`src/rtl/multi_cycle_pkg.sv`:
```
// Shared definitions for the multi-cycle ARM-subset controller.
// Holds the state encodings, instruction class / func / condition codes and
// the datapath select codes used by the controller and its condition checker.
package multi_cycle_pkg;

  typedef enum logic [3:0] {
    S_FETCH  = 4'd0,
    S_DECODE = 4'd1,
    S_MEMADR = 4'd2,
    S_MEMRD  = 4'd3,
    S_MEMWB  = 4'd4,
    S_MEMWR  = 4'd5,
    S_EXECR  = 4'd6,
    S_ALUWB  = 4'd7,
    S_BRANCH = 4'd8
  } state_t;

  // Instruction class (Op)
  localparam logic [1:0] OP_DP  = 2'b00;
  localparam logic [1:0] OP_MEM = 2'b01;
  localparam logic [1:0] OP_BR  = 2'b10;

  // func codes
  localparam logic [5:0] F_ADD = 6'b101000;
  localparam logic [5:0] F_SUB = 6'b100100;
  localparam logic [5:0] F_AND = 6'b100000;
  localparam logic [5:0] F_ORR = 6'b111000;
  localparam logic [5:0] F_LSL = 6'b100010;
  localparam logic [5:0] F_LSR = 6'b100110;
  localparam logic [5:0] F_CMP = 6'b100101;
  localparam logic [5:0] F_STR = 6'b011000;
  localparam logic [5:0] F_LDR = 6'b011001;

  // ALU_Control codes
  localparam logic [2:0] ALU_ADD = 3'b000;
  localparam logic [2:0] ALU_SUB = 3'b001;
  localparam logic [2:0] ALU_CMP = 3'b010;
  localparam logic [2:0] ALU_AND = 3'b100;
  localparam logic [2:0] ALU_ORR = 3'b101;

  // ALU_SrcB select codes
  localparam logic [1:0] SRCB_RM   = 2'b00;
  localparam logic [1:0] SRCB_IMM  = 2'b01;
  localparam logic [1:0] SRCB_FOUR = 2'b10;

  // Result_Src select codes
  localparam logic [1:0] RES_ALUOUT = 2'b00;
  localparam logic [1:0] RES_MEM    = 2'b01;
  localparam logic [1:0] RES_ALU    = 2'b10;

  // Cond codes; every other encoding means "never"
  localparam logic [3:0] COND_EQ = 4'b0000;
  localparam logic [3:0] COND_NE = 4'b0001;
  localparam logic [3:0] COND_AL = 4'b1110;

  // Data-processing func values that EXECR knows how to execute.
  function automatic logic is_dp_func(input logic [5:0] f);
    return (f == F_ADD) || (f == F_SUB) || (f == F_AND) || (f == F_ORR) ||
           (f == F_LSL) || (f == F_LSR) || (f == F_CMP);
  endfunction

endpackage

```
`src/rtl/cond_check.sv`:
```
// Condition evaluation: decides whether the current instruction may commit.
// Only EQ/NE/AL are supported, so of the NZCV flags only Z is needed.
// Ports:
//   Cond    in  4  condition field from IR
//   z_flag  in  1  registered Z flag (NZCV bit 2)
//   cond_ok out 1  1 = architectural writes allowed
module cond_check
  import multi_cycle_pkg::*;
(
  input  logic [3:0] Cond,
  input  logic       z_flag,
  output logic       cond_ok
);

  always_comb begin
    cond_ok = 1'b0;
    case (Cond)
      COND_EQ: cond_ok = z_flag;
      COND_NE: cond_ok = ~z_flag;
      COND_AL: cond_ok = 1'b1;
      default: cond_ok = 1'b0;
    endcase
  end

endmodule

```
`src/rtl/multi_cycle_controller.sv`:
```
// Moore FSM sequencing the multi-cycle ARM-subset datapath
// (fetch, decode, execute, memory access, writeback) and owning the NZCV
// flag register.
// Ports:
//   clk, rst_n            clock (rising edge), async active-low reset
//   Op, func, Cond        instruction fields from the IR
//   ALU_Flag              NZCV from the ALU (Z at bit 2)
//   PC_Write, IR_Write, Reg_Write, Mem_Write   write enables
//   Adr_Src, ALU_SrcA, ALU_SrcB, ALU_Control,
//   ALU_Shift_Control, Shift_Select, Result_Src datapath selects
//   Flags                 current NZCV register
//   State                 current state (debug)
//   Illegal               one-cycle pulse in DECODE for unrecognised opcodes
// Contract with the IR: Op/func/Cond are held stable from DECODE until the
// instruction returns to FETCH; this holds because IR_Write is only ever
// asserted in FETCH.
module multi_cycle_controller
  import multi_cycle_pkg::*;
#(
  parameter int         STATE_W     = 4,
  parameter logic [3:0] RESET_FLAGS = 4'b0000
) (
  input  logic               clk,
  input  logic               rst_n,
  input  logic [1:0]         Op,
  input  logic [5:0]         func,
  input  logic [3:0]         Cond,
  input  logic [3:0]         ALU_Flag,
  output logic               PC_Write,
  output logic               IR_Write,
  output logic               Adr_Src,
  output logic               Reg_Write,
  output logic               Mem_Write,
  output logic               ALU_SrcA,
  output logic [1:0]         ALU_SrcB,
  output logic [2:0]         ALU_Control,
  output logic               ALU_Shift_Control,
  output logic               Shift_Select,
  output logic [1:0]         Result_Src,
  output logic [3:0]         Flags,
  output logic [STATE_W-1:0] State,
  output logic               Illegal
);

  state_t     state_q, state_d;
  logic [3:0] flags_q;
  logic       cond_ok;

  // Raw enables before reset gating
  logic pc_write_c, ir_write_c, reg_write_c, mem_write_c, illegal_c;

  cond_check u_cond_check (
    .Cond    (Cond),
    .z_flag  (flags_q[2]),
    .cond_ok (cond_ok)
  );

  always_ff @(posedge clk or negedge rst_n) begin
    if (!rst_n) begin
      state_q <= S_FETCH;
    end else begin
      state_q <= state_d;
    end
  end

  // Only a CMP that passes its own condition updates NZCV, on the edge
  // leaving EXECR.
  always_ff @(posedge clk or negedge rst_n) begin
    if (!rst_n) begin
      flags_q <= RESET_FLAGS;
    end else if (state_q == S_EXECR && func == F_CMP && cond_ok) begin
      flags_q <= ALU_Flag;
    end
  end

  always_comb begin
    state_d           = S_FETCH;
    pc_write_c        = 1'b0;
    ir_write_c        = 1'b0;
    reg_write_c       = 1'b0;
    mem_write_c       = 1'b0;
    illegal_c         = 1'b0;
    Adr_Src           = 1'b0;
    ALU_SrcA          = 1'b0;
    ALU_SrcB          = SRCB_RM;
    ALU_Control       = ALU_ADD;
    ALU_Shift_Control = 1'b0;
    Shift_Select      = 1'b0;
    Result_Src        = RES_ALUOUT;
    case (state_q)
      S_FETCH: begin
        ir_write_c = 1'b1;
        pc_write_c = 1'b1;
        ALU_SrcA   = 1'b1;
        ALU_SrcB   = SRCB_FOUR;
        Result_Src = RES_ALU;
        state_d    = S_DECODE;
      end
      S_DECODE: begin
        if (Op == OP_MEM && (func == F_STR || func == F_LDR)) begin
          state_d = S_MEMADR;
        end else if (Op == OP_DP && is_dp_func(func)) begin
          state_d = S_EXECR;
        end else if (Op == OP_BR) begin
          state_d = S_BRANCH;
        end else begin
          state_d   = S_FETCH;
          illegal_c = 1'b1;
        end
      end
      S_MEMADR: begin
        ALU_SrcB = SRCB_IMM;
        state_d  = (func == F_LDR) ? S_MEMRD : S_MEMWR;
      end
      S_MEMRD: begin
        Adr_Src = 1'b1;
        state_d = S_MEMWB;
      end
      S_MEMWB: begin
        Result_Src  = RES_MEM;
        reg_write_c = cond_ok;
      end
      S_MEMWR: begin
        Adr_Src     = 1'b1;
        mem_write_c = cond_ok;
      end
      S_EXECR: begin
        case (func)
          F_SUB:   ALU_Control = ALU_SUB;
          F_AND:   ALU_Control = ALU_AND;
          F_ORR:   ALU_Control = ALU_ORR;
          F_CMP:   ALU_Control = ALU_CMP;
          F_LSL:   ALU_Shift_Control = 1'b1;
          F_LSR: begin
            ALU_Shift_Control = 1'b1;
            Shift_Select      = 1'b1;
          end
          default: ALU_Control = ALU_ADD;
        endcase
        // CMP has no register result, so it skips ALUWB.
        state_d = (func == F_CMP) ? S_FETCH : S_ALUWB;
      end
      S_ALUWB: begin
        reg_write_c = cond_ok;
      end
      S_BRANCH: begin
        ALU_SrcA   = 1'b1;
        ALU_SrcB   = SRCB_IMM;
        Result_Src = RES_ALU;
        pc_write_c = cond_ok;
      end
      default: state_d = S_FETCH;
    endcase
  end

  // Reset parks the FSM in FETCH, whose enables are active; gating with
  // rst_n keeps every write off for the whole time reset is held.
  assign PC_Write  = pc_write_c  & rst_n;
  assign IR_Write  = ir_write_c  & rst_n;
  assign Reg_Write = reg_write_c & rst_n;
  assign Mem_Write = mem_write_c & rst_n;
  assign Illegal   = illegal_c   & rst_n;

  assign Flags = flags_q;
  assign State = STATE_W'(state_q);

endmodule

```
`config.mk`:
```
export PLATFORM = sky130hd
export DESIGN_NAME = multi_cycle_controller
export DESIGN_NICKNAME = d
export VERILOG_FILES = /design/src/rtl/multi_cycle_pkg.sv /design/src/rtl/cond_check.sv /design/src/rtl/multi_cycle_controller.sv
export SDC_FILE = /design/constraint.sdc
export NUM_CORES = 1
export LEC_CHECK = 0
export ABC_AREA = 1
export BUFFER_PORTS_ARGS = -buffer_cell sky130_fd_sc_hd__buf_2
export CAP_MARGIN = 25
export CORE_MARGIN = 2
export CORE_UTILIZATION = 37
export DETAILED_ROUTE_END_ITERATION = 7
export PLACE_DENSITY_LB_ADDON = 0.3
export SYNTH_ARGS = -nofsm -noshare
export SYNTH_HDL_FRONTEND = slang
export SYNTH_SLANG_ARGS = --single-unit
```
`constraint.sdc`:
```
create_clock -name clk -period 1.5 [get_ports clk]
set_clock_uncertainty 0.15 [all_clocks]
set_input_delay 0.375 -clock clk [delete_from_list [all_inputs] [get_ports clk]]
set_output_delay 0.375 -clock clk [all_outputs]
set_load 0.02 [all_outputs]
```
==> summary.md, run 1 <==
| Metric | Value |
|---|---|
| PortBufs | 41 |
| Synth Instances | 110 |
| Bufs on Longest Clock Path | 2 |
| Num Clock Sinks | 8 |
| Cell Area, Synth | 699 um^2 |
| Warnings, synthesis | 0 |
| Post-synth EDFFs | 0 |
| Placed Area | 0.00129 mm^2 |
| CTS Root Cell | clkbuf_4 |
| Die Height | 47.5 um |
| Error msg | [ERROR DPL-0038] Utilization greater than 100%, impossible to legalize |
| Post-synth ARST share | 100% |
| CTS Buf Count | 3 |
| Syn avg cell area | around 6.4 um^2 |
| Worst End Pin Type | top-level output |
| Status | aborted with a tool error |
| Initial Util | 40.1% |
| Dominant synthesized flop cell | dfrtp_1 |
| Largest net degree at the start of global routing | 9 |
| Detail Placement HPWL | 2040 um |
| # H-tree levels | 1 |
| Fail Step | global routing |
| Placed Instances | 200 |
| Syn Nets | 128 |
| Placer Congestion | 0.850 |
| Grt repair worst endpoint | PC_Write |
| Hold Buf Count CTS | 0 |
| # IOs | 42 |
| Die W | 47.5 um |
| Register area share after synthesis | 28.6% |
| Cell variety after synth | 20 |
| # rows | 15 |
| Synthesized flop and latch total | 8 |
-- synthesized netlist by cell type (2+ instances only) --
master / number / share of area (%)
a21oi_1: 4 / 2.9
dfrtp_1: 8 / 29
inv_1: 15 / 8.0
inv_2: 2 / 1.1
nand2_1: 29 / 16
nand2_4: 2 / 3.2
nand3_1: 12 / 8.6
nand4_1: 2 / 1.8
nor2_1: 17 / 9.1
nor2_2: 3 / 2.7
nor2_4: 2 / 3.2
nor3_1: 3 / 2.1
o21ai_0: 4 / 2.9
-- cells by family after synthesis --
| group | share of synthesized area [%] |
|---|---|
| simple gates | 52.6 |
| flops | 28.6 |
| buf+inv | 10.2 |
| compound gates | 8.59 |
-- through the flow --
step	setup slack [ns]	util, %	setup TNS (ns)
global placement	-0.375	74.0	-3.48
detailed placement	-0.420	74.0	-4.36
floorplan	-0.185	-	-1.14
CTS	-0.431	92.5	-5.69
-- repair_timing --
action,CTS
setup endpoints to repair,22
setup buffers,8
pin swaps,13
gates resized for setup,73
hold endpoints to repair,0
==> run 2: changes to the inputs <==
- CORE_AREA: unset -> 2 2 63 65
- CORE_MARGIN: 2 -> unset
- CORE_UTILIZATION: 37 -> unset
- DIE_AREA: unset -> 0 0 65 67
- PLACE_DENSITY_LB_ADDON: 0.3 -> 0.15
- clock period: 1.5 -> 2 ns (I/O delays scaled with it)
==> summary.md, run 2 <==
| Metric | Value |
|---|---|
| Status | finished, violations left |
| Violations in the final reports | setup timing |
| Num Clock Sinks | 8 |
| Design Power | 0.843 mW |
| Crit-path max FO | 4 |
| Leak Pwr | 0.811 nW |
| CTS Buf Count | 3 |
| Vias in the first global route | a little under 900 |
| Post-synth ARST share | 100% |
| Worst-Margin Slew | approximately 0.24 ns |
| Drc violations | 0 |
| PortBufs | 41 |
| Synth Area in Simple Gates | 52.6% |
| FF-to-FF End | Flags[1] |
| Placed Area | roughly 0.0011 mm^2 |
| Largest family of logic cells by synthesized area | simple AND/OR/NAND/NOR gates |
| Required time worst endpoint | 1.35 ns |
| Final setup fails | 4 |
| Detail Placement HPWL | 1820 um |
| DR pass1 iterations | 4 |
| Slew Viols, Final | 0 |
| Synth top cells by count | nand2_1, nor2_1, inv_1, nand3_1, dfrtp_1 |
| Most numerous cell in the Yosys netlist | nand2_1 |
| Peak Freq | 490 MHz |
| Overflow after GRT | 0 |
| Vias per cell | roughly 4.2 |
| First-pass GRT wire length | ~3500 um |
| # H-tree levels | 1 |
| RSZ-0062 raised after global routing | yes |
| DRT iter0 DRCs | 8 |
| Layout area overhead | 100% |
| Worst Hold Class | input pin to async pin |
| Area share of the largest cell type after synthesis | ~29% |
| Dominant synthesized flop cell | dfrtp_1 |
| Largest net degree at the start of global routing | 6 |
| Drt total wl | 2280 um |
| Post-route minimum period | 2.04 ns |
| CTS clk-pin slew, worst paths | about 0.040 ns |
| GRT Util Overall | 10.3% |
| WL/cell | 9.99 um |
| Power per cell area | 603 mW/mm^2 |
| Worst Setup End Kind | primary output |
| Vias | 962 |
| Mux contribution to synthesized area | 0% |
| Critical path type | input pin to primary output |
| Commonest non-fill, non-tap cell in the layout | buf_4 |
| Fill cell count | 386 |
| Cell Area, Synth | 699 um^2 |
| Clock Latency Late Sink | ~0.22 ns |
| Layout cells sized above 1 | around three fifths |
| Warnings, synthesis | 0 |
| Nets@finish | 200 |
| Register area | 201 um^2 |
| Synth Instances | 110 |
| Die Height | 67 um |
| Final Worst Setup Slack | -0.0403 ns |
| R2R Setup Slk | around 0.52 ns |
| Die area | 0.00436 mm^2 |
| Synthesized flop and latch total | 8 |
| Antenna-violating nets left | 0 |
| Leading area contributor after synthesis | dfrtp_1 |
| # rows | 22 |
| Worst reg2reg path depth | 9 |
| Critical path arrival | 1.39 ns |
| Final hold violation count | 0 |
| CTS tree | built |
| Die W | between 60 and 70 um |
| Placer Congestion | roughly 0.74 |
| CP startpoint kind | input pin |
| Dominant cells by area after synthesis | dfrtp_1, nand2_1, nor2_1 |
| Bufs on Longest Clock Path | 2 |
| Register area share after synthesis | 28.6% |
| Cell variety after synth | 20 |
| Adder-Cell Fraction of Synth Area | 0% |
| Antenna violations before repair | 0 |
| Commonest cells after routing, fill and taps aside | buf_4, nand2_1, buf_2 |
| Core box area | 0.00361 mm^2 |
| Multi-input combinational cell area | roughly 520 um^2 |
| Post-synth EDFFs | 0 |
| Syn avg cell area | ~6.4 um^2 |
| # IOs | 42 |
| Reg2reg start | Flags[2] |
| XOR/XNOR share of the synthesized area | 0% |
| Slew Limit Headroom | 83.9% |
| # diodes | 0 |
| Post-synthesis compound-gate area fraction | under 10% |
| Design area | 0.00140 mm^2 |
| Syn Nets | 128 |
| Initial Util | 19.4% |
| Max-Cap Viols | 0 |
| VDD IR max | 0.000187 V |
| CTS Root Cell | clkbuf_8 |
| Tcrit/Tclk final | 102% |
run 2: cell counts after synthesis:
No cell type changed its count.
run 2: report_power, final:
part           switching [mW]  leakage [nW]  internal, mW  total [mW]
Clock                  0.0550        0.0216         0.130       0.185
Combinational           0.260         0.681         0.190       0.449
Sequential             0.0290         0.108         0.181       0.210
run 2: repair_timing:
action,in CTS,in global routing
buffers inserted,6,4
gates resized for setup,40,18
cloned,0,0
setup endpoints to repair,8,11
endpoints found under the hold margin,4,0
hold buffers,1,0
pin swaps,12,16
run 2: metrics by stage:
step	util, %	hold slack (ns)	setup WS, ns	std cells	TNS, ns
2_1_floorplan	-	0.0544	-0.00608	110	-0.00608
3_3_place_gp	30.1	0.189	-0.106	214	-0.288
3_5_place_dp	30.1	0.186	-0.154	214	-0.442
4_1_cts	36.3	0.0778	-0.0766	224	-0.112
5_1_grt	38.8	0.101	-0.153	228	-0.684
6_report	38.8	0.0921	-0.0403	228	-0.0933
run 2: logic make-up (layout without fill, tap and decap cells):
group / count (synthesis) / in the layout
flops: 8 / 8
simple gates: 73 / 73
buf+inv: 18 / 88
compound gates: 11 / 11
run 2: cell type report:
class	count	share of cell area, %
repair buffers	68	35.9
clock buffers	3	2.95
multi-input cells	84	37.2
inverters	17	5.28
flip-flops and latches	8	14.4
well taps	48	4.29
run 2: critical path, stage by stage:
cell and delay [ns]:
buf_8 0.10, inv_4 0.06, nor2_1 0.05, nand3_2 0.08, nand2_1 0.07, o21bai_1 0.18
nand2_1 0.10, nor2_2 0.12, buf_6 0.13
run 2: routing by layer:
| layer | global-route usage (%) | vias up | part of all wire (%) |
|---|---|---|---|
| met5 | 0 | - | 0 |
| met4 | 4.26 | 0 | 1.6 |
| met3 | 1.35 | 4 | 6.5 |
| met2 | 19.7 | 35 | 50 |
| met1 | 11.3 | 433 | 41 |
| li1 | - | 490 | - |
run 2: worst max path at each step:
stage | from | slack, ns | end
after global placement | func[3] | -0.11 | Illegal
after floorplan | State[2] | -0.006 | Shift_Select
after global routing | Flags[2] | -0.15 | Mem_Write
final | func[3] | -0.04 | Illegal
after detailed placement | func[5] | -0.15 | Illegal
after CTS | func[2] | -0.08 | Illegal
Power figures use the tool's default switching activity.
